`src/rtl/arith_pkg.sv`:
```
// Shared constants and word types for the arith_unit datapath slice.
package arith_pkg;

  localparam int DEFAULT_DATAWIDTH = 16;

  typedef logic [DEFAULT_DATAWIDTH-1:0]   word_t;
  typedef logic [2*DEFAULT_DATAWIDTH-1:0] dword_t;

endpackage

```
`src/rtl/arith_reg.sv`:
```
// DATAWIDTH-wide D register with asynchronous active-low clear; no enable.
module arith_reg #(
  parameter int WIDTH = 16
) (
  input  logic             clk,
  input  logic             rst_n,
  input  logic [WIDTH-1:0] d,
  output logic [WIDTH-1:0] q
);

  // Storage stage: clear immediately on reset, otherwise capture d every edge.
  always_ff @(posedge clk or negedge rst_n) begin
    if (!rst_n) begin
      q <= {WIDTH{1'b0}};
    end else begin
      q <= d;
    end
  end

endmodule

```
`src/rtl/arith_unit.sv`:
```
// Unsigned adder, multiplier and register lanes sharing one operand width.
// Optional carry/overflow flag ports are enabled by defining ARITH_FLAGS_EN.
module arith_unit
  import arith_pkg::*;
#(
  parameter int DATAWIDTH = DEFAULT_DATAWIDTH
) (
  input  logic                 Clk,
  input  logic                 Rst,
  input  logic [DATAWIDTH-1:0] a,
  input  logic [DATAWIDTH-1:0] b,
  input  logic [DATAWIDTH-1:0] d,
  output logic [DATAWIDTH-1:0] add_result,
  output logic [DATAWIDTH-1:0] mul_result,
  output logic [DATAWIDTH-1:0] reg_result
`ifdef ARITH_FLAGS_EN
  ,
  output logic                 add_carry,
  output logic                 mul_ovf
`endif
);

`ifdef ARITH_FLAGS_EN
  logic [DATAWIDTH:0]     sum_s;
  logic [2*DATAWIDTH-1:0] prod_s;

  // Widen both operands so the carry and the upper product half are kept.
  assign sum_s      = {1'b0, a} + {1'b0, b};
  assign prod_s     = {{DATAWIDTH{1'b0}}, a} * {{DATAWIDTH{1'b0}}, b};
  assign add_result = sum_s[DATAWIDTH-1:0];
  assign add_carry  = sum_s[DATAWIDTH];
  assign mul_result = prod_s[DATAWIDTH-1:0];
  assign mul_ovf    = |prod_s[2*DATAWIDTH-1:DATAWIDTH];
`else
  assign add_result = a + b;
  assign mul_result = a * b;
`endif

  arith_reg #(
    .WIDTH (DATAWIDTH)
  ) u_reg (
    .clk   (Clk),
    .rst_n (Rst),
    .d     (d),
    .q     (reg_result)
  );

endmodule

```
`config.mk`:
```
export PLATFORM = sky130hd
export DESIGN_NAME = arith_unit
export DESIGN_NICKNAME = d
export VERILOG_FILES = /design/src/rtl/arith_pkg.sv /design/src/rtl/arith_reg.sv /design/src/rtl/arith_unit.sv
export SDC_FILE = /design/constraint.sdc
export NUM_CORES = 1
export LEC_CHECK = 0
export BUFFER_PORTS_ARGS = -buffer_cell sky130_fd_sc_hd__buf_2
export CAP_MARGIN = 20
export CORE_AREA = 2 2 159 99
export DETAILED_ROUTE_END_ITERATION = 7
export DIE_AREA = 0 0 161 101
export PLACE_DENSITY = 0.51
export SKIP_LAST_GASP = 1
export SYNTH_ARGS = -nofsm -noshare
export SYNTH_HDL_FRONTEND = slang
export SYNTH_SLANG_ARGS = --single-unit
```
`constraint.sdc`:
```
create_clock -name Clk -period 9.7 [get_ports Clk]
set_input_delay 0.485 -clock Clk [delete_from_list [all_inputs] [get_ports Clk]]
set_output_delay 0.485 -clock Clk [all_outputs]
set_load 0.01 [all_outputs]
```
### Word-level counts from Yosys, hierarchy flattened

Cells that the tools add are included.
Widths: inputs -> output; s select.

* bits of input ports: 50
* bits in registers: 16
* output and inout bits: 48
* logic and storage cells: 3

* multipliers: 1
* add/sub/neg operators: 1

Operators with widths (number)
* $add 16x16->16: 1
* $mul 16x16->16: 1

### Longest topological paths before layout

Gate-level depths: netlist (run 1).

* depth in word-level cells: 1
* gate-level depth with buffers: 20

### Modules after synthesis

Synthesis (run 1) repeated with hierarchy kept, for this count alone.

* cell total of the unflattened synthesis: 572
* area, all modules: 5078.6 sq um

By module, submodules not included
* arith_unit: cells an instance 556, sequential area each 0.0 sq um, times used 1, area an instance 4678.2 sq um
* arith_reg: cells an instance 16, sequential area each 400.4 sq um, times used 1, area an instance 400.4 sq um

### Least setup slack after synthesis (run 1)

Ideal clock, no wire load.

* path type: input -> output
* start: input port b[1]
* end: output port mul_result[14]
* stages: 18
* slack: 3.741 ns
* buffers on the path: 1
* data required time: 9.215 ns
* data arrival time: 5.474 ns
* cells stage by stage: clkbuf_1 > nand2_1 > fa_1 > fa_1 > fa_1 > inv_1 > fa_1 > fa_1 > inv_1 > fa_1 > inv_1 > ha_1 > a21o_1 > a21o_1 > and2_1 > a311oi_1 > o41ai_1 > a211oi_1

* cells in the longest elaborated chain, start to end: 1

RTL lines
* start: declaration: RTL line arith_unit.sv:11 `input logic [DATAWIDTH-1:0] b,`
* $mul 16x16->16: RTL line arith_unit.sv:36 `assign mul_result = a * b;`
* end: declaration: RTL line arith_unit.sv:14 `output logic [DATAWIDTH-1:0] mul_result,`

No other way between the ends.

### Final worst setup path (run 1)

* start: input port a[6]
* end: output port mul_result[14]

* cells in the longest elaborated chain, start to end: 1

RTL lines
* start: declaration: RTL line arith_unit.sv:10 `input logic [DATAWIDTH-1:0] a,`
* $mul 16x16->16: RTL line arith_unit.sv:36

No other way between the ends.

==> impl_results.md, run 1 <==
* Tightest Hold Check Type: in2async
* Fill cell instance count of the final layout at 1,575
* Worst-margin pin slew at roughly 0.42 ns
* Total die area at 0.0163 mm^2
* Total Power Consumption at 1.86 mW
* First element of the critical path: a[6]
* Clock share of power at 4.7%
* Max_slew headroom at slightly above 70%
* Pin count of the biggest net entering global routing at 17
* Net load switching power at 934 uW
* Initial antenna violation count at 0
* Number of warning messages in the yosys log at 0
* Leading area contributor after synthesis: sky130_fd_sc_hd__fa_1
* Synth-to-layout area growth at 15.3%
* First-pass GRT wire length at ~22,000 um
* Sequential-to-total area share from yosys stat at 7.88%
* Yosys top cell area share at 31.5%
* Main area contributors after synthesis: sky130_fd_sc_hd__fa_1 32%, sky130_fd_sc_hd__ha_1 16%, sky130_fd_sc_hd__inv_1 9.0%, sky130_fd_sc_hd__dfrtp_1 7.9%, sky130_fd_sc_hd__and2_1 6.9%
* Combined area of all synthesized cells at 0.00508 mm^2
* Cell internal pwr at 921 uW
* CTS Buf Count at 3
* Post-route DRC violation count at 0
* Worst setup path category: in2out
* Syn avg cell area at 8.93 um^2
* Power density normalized to cell area at 317 mW/mm^2
* Registers with the highest flip-flop counts: u_reg.q: 16 flops
* Critical path startpoint category: input pin
* Aggregate global routing overflow at 0
* Number of enable-type register cells in the synthesized netlist at 0
* Max Clk Rate at ~160 MHz
* Compound-Gate Fraction of Synth Area at slightly below 9%
* Clock sink total at 16
* Number of hold-slack violations in the final timing report at 0
* Clock tree from TritonCTS: yes
* Fraction of synthesized cell area in xor and xnor cells at 9.36%
* Result of the run: finished, final reports clean
* Data required time of the critical path at 9.22 ns
* Total via count after detailed routing at 3,931
* Count of instances resized after the clock tree is built at 0
* DIE WIDTH at 161 um
* Flip-flop count of the largest register, all copies and words added at 16
* Most frequent standard cell in the layout excluding fill and tap cells: sky130_fd_sc_hd__inv_1
* Worst-case vdd ir drop at 0.380 mV
* Antenna-violating nets left at 0
* Total half-perimeter wirelength after legalization and detailed placement at 11,200 um
* Htree depth at 1
* Area taken by flip-flops and latches at approximately 400 um^2
* Area share of and/or/nand/nor cells after synthesis at 16.1%
* Vias in the first global route at 4,241
* Most used DFF post-synth: sky130_fd_sc_hd__dfrtp_1
* Largest driver fanout on the critical path at 10
* Wire length after detailed routing at 13,200 um
* Detailed Route Iter0 Violations at roughly 150
* Port Buf Inserts at 97
* Clock-pin transition on the worst setup and hold timing paths at 0.05 ns
* Core Area at 0.0149 mm^2
* Library cells used by synthesis at 45
* Setup violation total in the final timing report at 0
* Switching part of the total at 50.4%
* Antenna fix cells at 0
* Initial DRT Pass Iterations at 4
* Most used cells in the layout excluding fill and tap cells: 122 x sky130_fd_sc_hd__inv_1, 97 x sky130_fd_sc_hd__buf_2, 80 x sky130_fd_sc_hd__fa_1
* Async S/R FF share, synth at 100%
* Ratio of cells with drive above 1 in the final layout at roughly 18%
* Placer congestion estimate at around 0.85
* Max-cap violations at 0
* Crit. End Element: output pin
* Average detailed-routed wire length per instance at 15.3 um
* Number of buffers inserted for hold repair after clock tree synthesis at 0
* Core Rows at 35
* Worst EP arrival at 5.74 ns
* Count of state elements after synthesis at 16
* Instance count of the mapped netlist at 569
* Shortest period the worst path allows at 6.22 ns
* Final period util at 64.2%
* Net count after synthesis at roughly 770
* Gate power share at between 90% and 100%
* Initial core utilization at 34.1%
* CTS Root Cell: sky130_fd_sc_hd__clkbuf_16
* Adder-cell area share of the yosys netlist at 47.8%
* # nets final at 854
* Worst setup path endpoint: mul_result[14]
* Ports at 98
* Mux cell area share after synthesis at less than 1%
* Buffers inserted by post-CTS timing repair at 0
* Via/cell ratio at 4.57
* Cell leakage power at approximately 3.1 nW
* Top register by number of flip-flops: u_reg.q
* Combinational family with the most area after synthesis: adder cells
* Max Buffers Root-to-Sink at 2
* Global routing usage summed across all routing layers at 16.9%
* Setup total negative slack at 0 ns
* Combined area of the multi-input logic cells at roughly 0.0042 mm^2
* Number of max-slew violations in the final report at 0
* RSZ-0062 raised after global routing: no
* Die height at approximately 100 um
* Flop pwr share at under 10%
power by group through the flow:
| stage | logic [mW] | clock network, mW | registers [mW] |
|---|---|---|---|
| global route | 1.93 | 0.0919 | 0.0713 |
| finish | 1.70 | 0.0866 | 0.0711 |
| CTS | 1.74 | 0.0884 | 0.0711 |
| floorplan | 1.24 | 0 | 0.0741 |
| detailed placement | 1.73 | 0 | 0.0722 |
| global placement | 1.72 | 0 | 0.0720 |
critical path, stage by stage:
cell and delay [ns]:
sky130_fd_sc_hd__buf_2 0.21, sky130_fd_sc_hd__ha_1 0.32, sky130_fd_sc_hd__fa_1 0.45, sky130_fd_sc_hd__inv_1 0.08, sky130_fd_sc_hd__fa_1 0.43, sky130_fd_sc_hd__fa_1 0.51, sky130_fd_sc_hd__inv_1 0.06, sky130_fd_sc_hd__fa_1 0.50
sky130_fd_sc_hd__fa_1 0.49, sky130_fd_sc_hd__inv_1 0.05, sky130_fd_sc_hd__fa_1 0.47, sky130_fd_sc_hd__inv_1 0.04, sky130_fd_sc_hd__ha_1 0.35, sky130_fd_sc_hd__a21o_1 0.21, sky130_fd_sc_hd__a21o_1 0.21, sky130_fd_sc_hd__and2_1 0.18
sky130_fd_sc_hd__a311oi_1 0.23, sky130_fd_sc_hd__o41ai_1 0.11, sky130_fd_sc_hd__a211oi_1 0.20, sky130_fd_sc_hd__buf_2 0.16
cell families after synthesis:
kind of cell             after synthesis
AND/OR/NAND/NOR                      159
adder cells (fa/ha/maj)              146
buffers and inverters                135
AO/OA/AOI/OAI                         61
XOR/XNOR                              51
flip-flops                            16
multiplexers                           1
stage by stage:
step / utilization [%] / instance area, um^2 / worst slack, ns / hold slack (ns) / instances
2_1_floorplan: - / 5080 / 3.74 / 0.189 / 569
3_3_place_gp: 38.7 / 5770 / 3.50 / 0.396 / 856
3_5_place_dp: 38.7 / 5770 / 3.42 / 0.408 / 856
4_1_cts: 39.3 / 5860 / 3.43 / 0.151 / 860
5_1_grt: 39.3 / 5860 / 3.13 / 0.171 / 860
6_report: 39.3 / 5860 / 3.48 / 0.145 / 860
Yosys cell counts, types with 2 or more instances:
master                       n
sky130_fd_sc_hd__inv_1     122
sky130_fd_sc_hd__fa_1       80
sky130_fd_sc_hd__nand2_1    68
sky130_fd_sc_hd__ha_1       66
sky130_fd_sc_hd__and2_1     56
sky130_fd_sc_hd__xnor2_1    35
sky130_fd_sc_hd__dfrtp_1    16
sky130_fd_sc_hd__a21oi_1    13
sky130_fd_sc_hd__xor2_1     13
sky130_fd_sc_hd__a21o_1     10
sky130_fd_sc_hd__clkbuf_1   10
sky130_fd_sc_hd__o21a_1      8
sky130_fd_sc_hd__and2_2      7
sky130_fd_sc_hd__o21ai_0     6
sky130_fd_sc_hd__nor2_1      5
sky130_fd_sc_hd__nand2b_1    4
sky130_fd_sc_hd__nor3_1      4
sky130_fd_sc_hd__o21bai_1    4
sky130_fd_sc_hd__a211oi_1    3
sky130_fd_sc_hd__or2_2       3
sky130_fd_sc_hd__or3_1       3
sky130_fd_sc_hd__a311oi_1    2
sky130_fd_sc_hd__a31oi_1     2
sky130_fd_sc_hd__and3_1      2
sky130_fd_sc_hd__buf_2       2
sky130_fd_sc_hd__nand2_2     2
sky130_fd_sc_hd__nand3_1     2
sky130_fd_sc_hd__nand3b_1    2
sky130_fd_sc_hd__o31ai_1     2
sky130_fd_sc_hd__xnor2_2     2
layout make-up:
class,instances,share of cell area (%)
well taps,203,4.34
inverters,122,7.82
flip-flops and latches,16,6.84
multi-input cells,418,71.2
repair buffers,97,8.29
clock buffers,4,1.52
per-layer routing:
| metal | track usage (%) | part of all wire (%) | vias to the layer above |
|---|---|---|---|
| met5 | 0 | 0 | - |
| met4 | 1.44 | 0.22 | 0 |
| met3 | 2.06 | 4.5 | 4 |
| met2 | 24.8 | 39 | 82 |
| met1 | 27.2 | 56 | 1910 |
| li1 | - | - | 1935 |
worst min-delay path by stage:
stage                     from           to  slack, ns  depth (start not counted)
after floorplan            Rst   u_reg.q[0]       0.19                          0
after global placement     Rst  u_reg.q[11]       0.40                          1
after detailed placement   Rst  u_reg.q[11]       0.41                          1
after CTS                  Rst   u_reg.q[1]       0.15                          1
after global routing       Rst   u_reg.q[8]       0.17                          1
final                      Rst   u_reg.q[0]       0.14                          1
(Power assumes the default switching activity.)
==> inputs of run 2 (changes only) <==
--- a/config.mk
+++ b/config.mk
@@ -5,11 +5,12 @@
 export SDC_FILE = /design/constraint.sdc
 export NUM_CORES = 1
 export LEC_CHECK = 0
+export ABC_AREA = 1
 export BUFFER_PORTS_ARGS = -buffer_cell sky130_fd_sc_hd__buf_2
 export CAP_MARGIN = 20
-export CORE_AREA = 2 2 159 99
+export CORE_AREA = 2 2 164 102
 export DETAILED_ROUTE_END_ITERATION = 7
-export DIE_AREA = 0 0 161 101
+export DIE_AREA = 0 0 166 104
 export PLACE_DENSITY = 0.51
 export SKIP_LAST_GASP = 1
 export SYNTH_ARGS = -nofsm -noshare
==> constraint.sdc (replaced) <==
create_clock -name Clk -period 6.2 [get_ports Clk]
set_input_delay 0.31 -clock Clk [delete_from_list [all_inputs] [get_ports Clk]]
set_output_delay 0.31 -clock Clk [all_outputs]
set_load 0.01 [all_outputs]
==> run 2 against run 1 <==
Compared with the run above: global-route usage grew 0.79 points; clock power rose by 59%; clock-buffer cell count unchanged; utilization is 0.48 points lower; routed wire length increased by 13%; non-clock buffer count is 1 higher; die area is 6.2% higher; combinational power up 36%; critical path type unchanged; largest power group unchanged.
==> impl_results.md, run 2 <==
* Result of the run: finished, final reports clean
* Detailed Route Iter0 Violations at 316
* Max_slew headroom at 71.1%
* Htree depth at 1
* Ranking of synthesized cells by instance count: 218 x sky130_fd_sc_hd__inv_1, 209 x sky130_fd_sc_hd__nand2_1, 80 x sky130_fd_sc_hd__fa_1
* Data required time of the critical path at 5.89 ns
* Setup violation total in the final timing report at 0
* Total half-perimeter wirelength after legalization and detailed placement at 12,900 um
* Sequential-to-total area share from yosys stat at 7.41%
* Placer congestion estimate at around 0.85
* Setup total negative slack at 0 ns
* Pin count of the biggest net entering global routing at 18
* Clock sink total at 16
* Critical path startpoint category: input pin
* Initial antenna violation count at 1
* Vias in the first global route at around 4,600
* Worst hold slack after final layout at 0.165 ns
* Number of enable-type register cells in the synthesized netlist at 0
* CTS Root Cell: sky130_fd_sc_hd__clkbuf_16
* Leading area contributor after synthesis: sky130_fd_sc_hd__fa_1
* Global routing usage summed across all routing layers at 17.7%
* Shortest period the worst path allows at 5.71 ns
* Worst-case vdd ir drop at around 0.3 mV
* Core Area at 0.0158 mm^2
* Number of cells in the design after placement at 1,037
* Worst setup path category: in2out
* Area taken by flip-flops and latches at 400 um^2
* Family with the most delay on the worst path: adder cells
* Count of state elements after synthesis at 16
* Most instantiated library cell after synthesis: sky130_fd_sc_hd__inv_1
* Initial core utilization at 34.2%
* Cell with the largest stage delay on the worst path: sky130_fd_sc_hd__fa_1
* First-pass GRT wire length at around 25,000 um
* Most used cells in the layout excluding fill and tap cells: 218 x sky130_fd_sc_hd__inv_1, 209 x sky130_fd_sc_hd__nand2_1, 97 x sky130_fd_sc_hd__buf_2
* Ports at 98
* Most frequent CP cell: sky130_fd_sc_hd__fa_1
* Final core utilization at between 30 and 40%
* CTS Buf Count at 3
* Synth-to-layout area growth at 13.7%
* Antenna-violating nets left at 0
* Combined area of the multi-input logic cells at 0.00406 mm^2
* Top register by number of flip-flops: u_reg.q
* Async S/R FF share, synth at 100%
* Crit. End Element: output pin
* Number of standard cells in the final layout excluding fillers at 1,044
* Total die area at 0.0173 mm^2
* RSZ-0062 raised after global routing: no
* Number of max-slew violations in the final report at 0
* Yosys top cell area share at 29.6%
* Critical path buffers and inverters at 7
* Library cells used by synthesis at 29
* Worst EP arrival at 5.40 ns
* Power density normalized to cell area at 419 mW/mm^2
* # nets final at 1,030
* Clock tree from TritonCTS: yes
* Buffers inserted by post-CTS timing repair at 0
* Registers with the highest flip-flop counts: u_reg.q: 16 flops
* Die height at 104 um
* Fill cell instance count of the final layout at about 1,700
* Flip-flop count of the largest register, all copies and words added at 16
* Core Rows at 36
* Net count after synthesis at 948
* Most used DFF post-synth: sky130_fd_sc_hd__dfrtp_1
* Max Clk Rate at 175 MHz
* Post-route DRC violation count at 0
* Final period util at 92.1%
* Via/cell ratio at 4.46
* Max Buffers Root-to-Sink at 2
* Wire length after detailed routing at 14,900 um
* Ratio of cells with drive above 1 in the final layout at a little over an eighth
* DIE WIDTH at 166 um
* Worst-margin pin slew at 0.434 ns
* Instance count of the mapped netlist at 752
* Initial DRT Pass Iterations at 5
* Number of hold-slack violations in the final timing report at 0
* Total via count after detailed routing at 4,658
* Max-cap violations at 0
* Cell breakdown of the critical path: buf_2 -> ha_1 -> inv_1 -> fa_1 -> inv_1 -> fa_1 -> inv_1 -> fa_1 -> fa_1 -> fa_1 -> fa_1 -> inv_1 -> ha_1 -> nand2_1 -> nor2_1 -> nand2_1 -> o211ai_1 -> a31oi_1 -> inv_1 -> nand3_1 -> nand2_1 -> buf_2
* Port Buf Inserts at 97
* Largest driver fanout on the critical path at 9
* Syn avg cell area at a little over 7 um^2
* Critical path's largest stage delay at 0.56 ns
* Cell leakage power at 3.86 nW
* Most frequent standard cell in the layout excluding fill and tap cells: sky130_fd_sc_hd__inv_1
* Combined area of all synthesized cells at approximately 0.0054 mm^2
* Count of instances resized after the clock tree is built at 0
* Main area contributors after synthesis: sky130_fd_sc_hd__fa_1 30%, sky130_fd_sc_hd__ha_1 15%, sky130_fd_sc_hd__inv_1 15%, sky130_fd_sc_hd__nand2_1 15%, sky130_fd_sc_hd__dfrtp_1 7.4%
* Tightest Hold Check Type: in2reg
* Average detailed-routed wire length per instance at roughly 14 um
* Number of warning messages in the yosys log at 0
* Aggregate global routing overflow at 0
* Clock-pin transition on the worst setup and hold timing paths at 0.05 ns
[run 2: cell types whose count changed after synthesis, sizes merged, moves of 7 or more]
cell / change
o21a: -8
nand3: +24
a21o: -7
xor2: +9
nand2: +146
nor2: +12
and2: -63
xnor2: -25
a21oi: +17
inv: +99
[run 2: final cells by class]
cell class	instances	share of cell area (%)
clock buffer	4	1.45
sequential	16	6.52
tap	209	4.26
antenna	2	0.0815
multi-input combinational	494	66.1
timing repair buffer	98	8.07
inverter	221	13.5
[run 2: final timing paths]
kind                       slack, ns              to  depth (start not counted)  from
max                             0.49  mul_result[15]                         22  b[7]
min                             0.17      u_reg.q[5]                          1  d[5]
max in group asynchronous       5.44     u_reg.q[13]                          2   Rst
min in group asynchronous       0.51     u_reg.q[10]                          2   Rst
[run 2: cell families (layout without fill, tap and decap cells)]
logic type | Yosys count | after routing | synth area share, %
and+or+nand+nor | 265 | 265 | 19.8
buffers and inverters | 242 | 323 | 17.4
adders and majority gates | 146 | 146 | 44.9
AOI/OAI and AO/OA | 49 | 49 | 4.98
xor gates and xnor gates | 34 | 34 | 5.51
DFF | 16 | 16 | 7.41
other | 0 | 2 | 0
[run 2: power breakdown]
part | total (mW) | switching [mW] | internal [mW]
Clock | 0.138 | 0.0401 | 0.0980
Sequential | 0.111 | 0.00110 | 0.110
Combinational | 2.32 | 1.37 | 0.954
[run 2: repair_timing]
action                                  in CTS  in global routing
endpoints found under the setup margin       0                  0
hold buffers                                 1                  0
hold endpoints to repair                    16                  0
[run 2: metrics by stage]
| step | area, um^2 | setup WS [ns] | power, mW |
|---|---|---|---|
| 6_report | 6140 | 0.492 | 2.57 |
| 5_1_grt | 6140 | 0.287 | 2.92 |
| 4_1_cts | 6140 | 0.478 | 2.62 |
| 3_5_place_dp | 6040 | 0.482 | 2.46 |
| 3_3_place_gp | 6040 | 0.514 | 2.47 |
| 2_1_floorplan | 5400 | 1.13 | 1.76 |
[run 2: layer usage]
layer | track usage (%) | vias up | routed length, um
li1 | - | 2343 | -
met1 | 30.7 | 2176 | 8640
met4 | 1.93 | 0 | 133
met3 | 2.78 | 6 | 1040
met5 | 0 | - | 0
met2 | 22.4 | 133 | 5120
==> inputs of run 3 (changes only) <==
--- a/config.mk
+++ b/config.mk
@@ -5,12 +5,11 @@
 export SDC_FILE = /design/constraint.sdc
 export NUM_CORES = 1
 export LEC_CHECK = 0
-export ABC_AREA = 1
 export BUFFER_PORTS_ARGS = -buffer_cell sky130_fd_sc_hd__buf_2
 export CAP_MARGIN = 20
-export CORE_AREA = 2 2 164 102
+export CORE_AREA = 2 2 159 99
 export DETAILED_ROUTE_END_ITERATION = 7
-export DIE_AREA = 0 0 166 104
+export DIE_AREA = 0 0 161 101
 export PLACE_DENSITY = 0.51
 export SKIP_LAST_GASP = 1
 export SYNTH_ARGS = -nofsm -noshare
==> run 3 against run 2 <==
Compared with the run above: utilization increased by 0.91 points; flip-flop and latch count unchanged; total power increased by 15%; sequential power about the same; fmax decreased by 2.8%; clock power about the same; global-route usage decreased by 0.22 points; first-iteration DRC count decreased by 48%; setup slack got worse by 0.16 ns; die area decreased by 5.8%; hold slack improved by 0.0014 ns; critical path type unchanged; critical endpoint is now mul_result[14]; largest cell class unchanged; largest power group unchanged.
==> impl_results.md, run 3 (synthesized netlist as in run 1, its figures left out) <==
* Post-DP Area at 0.00581 mm^2
* Switching part of the total at 50.8%
* Worst setup path category: in2out
* Fill cell instance count of the final layout at 1,556
* Total via count after detailed routing at 4,029
* Core Rows at 35
* Gr busiest metal: met1
* Wire length after detailed routing at roughly 14,000 um
* Core Area at roughly 0.015 mm^2
* Synth-to-layout area growth at 16.6%
* Detailed Route Iter0 Violations at ~160
* Power density normalized to cell area at roughly 500 mW/mm^2
* Top register by number of flip-flops: u_reg.q
* Instance count on the critical path at 21
* Net load switching power at 1.50 mW
* Placer congestion estimate at 0.845
* Die height at 101 um
* Met1 Usage GRT at 28.4%
* Clock sink total at 16
* Met2 usage at 24.8%
* Via/cell ratio at 4.65
* Worst-case setup margin in the final layout at 0.328 ns
* Cell breakdown of the critical path: buf_2 -> ha_1 -> xnor2_1 -> ha_1 -> a31oi_2 -> fa_1 -> fa_1 -> fa_1 -> inv_1 -> fa_1 -> inv_1 -> fa_1 -> inv_1 -> ha_1 -> a21o_1 -> a21o_1 -> and2_1 -> a311oi_1 -> o41ai_1 -> a211oi_1 -> buf_2
* Final period util at 94.7%
* Global routing met3 resource utilization at 2.14%
* Total half-perimeter wirelength after legalization and detailed placement at 11,800 um
* Htree depth at 1
* Post-route DRC violation count at 0
* Clock share of power at 4.6%
* Global routing usage summed across all routing layers at 17.4%
* Max_slew headroom at 70.8%
* Max Buffers Root-to-Sink at 2
* First-pass GRT wire length at 22,300 um
* Registers with the highest flip-flop counts: u_reg.q: 16 flops
* Critical path buffers and inverters at 5
* Ratio of cells with drive above 1 in the final layout at 19.0%
* Aggregate global routing overflow at 0
* Worst-margin pin slew at 0.434 ns
* Antenna-violating nets left at 0
* Cell with the largest stage delay on the worst path: sky130_fd_sc_hd__fa_1
* Initial antenna violation count at 0
* Result of the run: finished, final reports clean
* Number of max-slew violations in the final report at 0
* Family with the most delay on the worst path: adder cells
* Pin count of the biggest net entering global routing at 17
* Most frequent CP cell: sky130_fd_sc_hd__fa_1
* Antenna fix cells at 0
* RSZ-0062 raised after global routing: no
* Largest driver fanout on the critical path at 12
* Crit. End Element: output pin
* Number of hold-slack violations in the final timing report at 0
* Gate power share at around nine tenths
* Number of cells on the worst hold path at 1
* Cell internal pwr at between 1 and 1.5 mW
* Critical path's largest stage delay at 0.53 ns
* Shortest period the worst path allows at 5.87 ns
* Total Power Consumption at 2.95 mW
* Max-cap violations at 0
* Average detailed-routed wire length per instance at roughly 16 um
* Data required time of the critical path at 5.89 ns
* Port Buf Inserts at 97
* Place WS at 0.235 ns
* CTS Root Cell: sky130_fd_sc_hd__clkbuf_16
* Setup total negative slack at 0 ns
* Clock tree from TritonCTS: yes
* Flop pwr share at between 3 and 4%
* Critical path startpoint category: input pin
* Total die area at 0.0163 mm^2
* Post-route cell area at approximately 0.0059 mm^2
* Clock-pin transition on the worst setup and hold timing paths at 0.05 ns
* Cell leakage power at 3.09 nW
* Tightest Hold Check Type: in2reg
* Worst-case vdd ir drop at 0.583 mV
* Setup violation total in the final timing report at 0
* DIE WIDTH at 161 um
* Initial core utilization at about 34%
* Ports at 98
* Worst EP arrival at around 5.6 ns
* Vias in the first global route at 4,199
* Most used cells in the layout excluding fill and tap cells: 122 x sky130_fd_sc_hd__inv_1, 97 x sky130_fd_sc_hd__buf_2, 80 x sky130_fd_sc_hd__fa_1
* # nets final at 861
* CTS Buf Count at 3
* Initial DRT Pass Iterations at 4
* Worst hold slack after final layout at about 0.17 ns
* Flip-flop count of the largest register, all copies and words added at 16
* Max Clk Rate at 170 MHz
* Most frequent standard cell in the layout excluding fill and tap cells: sky130_fd_sc_hd__inv_1
[run 3: cell types whose count changed in the layout (fill, tap and decap cells not counted), moves of 7 or more]
cell and delta:
sky130_fd_sc_hd__a21o_1 +7, sky130_fd_sc_hd__a21oi_1 -18, sky130_fd_sc_hd__and2_1 +56, sky130_fd_sc_hd__and2_2 +7, sky130_fd_sc_hd__inv_1 -96, sky130_fd_sc_hd__nand2_1 -141, sky130_fd_sc_hd__nand3_1 -23, sky130_fd_sc_hd__nor2_1 -12
sky130_fd_sc_hd__o21a_1 +8, sky130_fd_sc_hd__xnor2_1 +23, sky130_fd_sc_hd__xor2_1 -9
[run 3: layer usage]
layer / vias to the layer above / wire (um) / part of all wire [%]
li1: 1946 / - / -
met1: 1976 / 7690 / 56
met2: 99 / 5270 / 38
met3: 8 / 665 / 4.8
met4: 0 / 132 / 0.96
met5: - / 0 / 0
[run 3: worst paths after layout]
check | start | to | slack (ns)
setup / recovery | b[5] | mul_result[14] | 0.33
hold / removal | d[15] | u_reg.q[15] | 0.17
max in group asynchronous | Rst | u_reg.q[0] | 5.43
min in group asynchronous | Rst | u_reg.q[8] | 0.52
[run 3: area by class of cell]
class | instances | area, um^2 | share of cell area, %
Sequential cell | 16 | 400 | 6.76
Timing Repair Buffer | 104 | 541 | 9.13
Multi-Input combinational cell | 418 | 4180 | 70.6
Tap cell | 203 | 254 | 4.29
Clock buffer | 4 | 88.8 | 1.50
Inverter | 122 | 458 | 7.73
[run 3: repair_timing]
action / CTS / global route
endpoints found under the setup margin: 0 / 1
hold buffers: 1 / 0
endpoints found under the hold margin: 16 / 0
buffers inserted: 0 / 0
resized for setup: 0 / 2
[run 3: stage by stage]
stage          util [%]  std cells
5_1_grt            39.8        867
6_report           39.8        867
3_5_place_dp       39.0        862
2_1_floorplan         -        569
4_1_cts            39.7        867
3_3_place_gp       39.0        862
[run 3: power groups by stage]
| stage | registers [mW] | clock network, mW | logic, mW |
|---|---|---|---|
| finish | 0.111 | 0.136 | 2.70 |
| global route | 0.112 | 0.147 | 3.07 |
| CTS | 0.111 | 0.139 | 2.74 |
| detailed placement | 0.113 | 0 | 2.72 |
| global placement | 0.113 | 0 | 2.69 |
| floorplan | 0.116 | 0 | 1.94 |
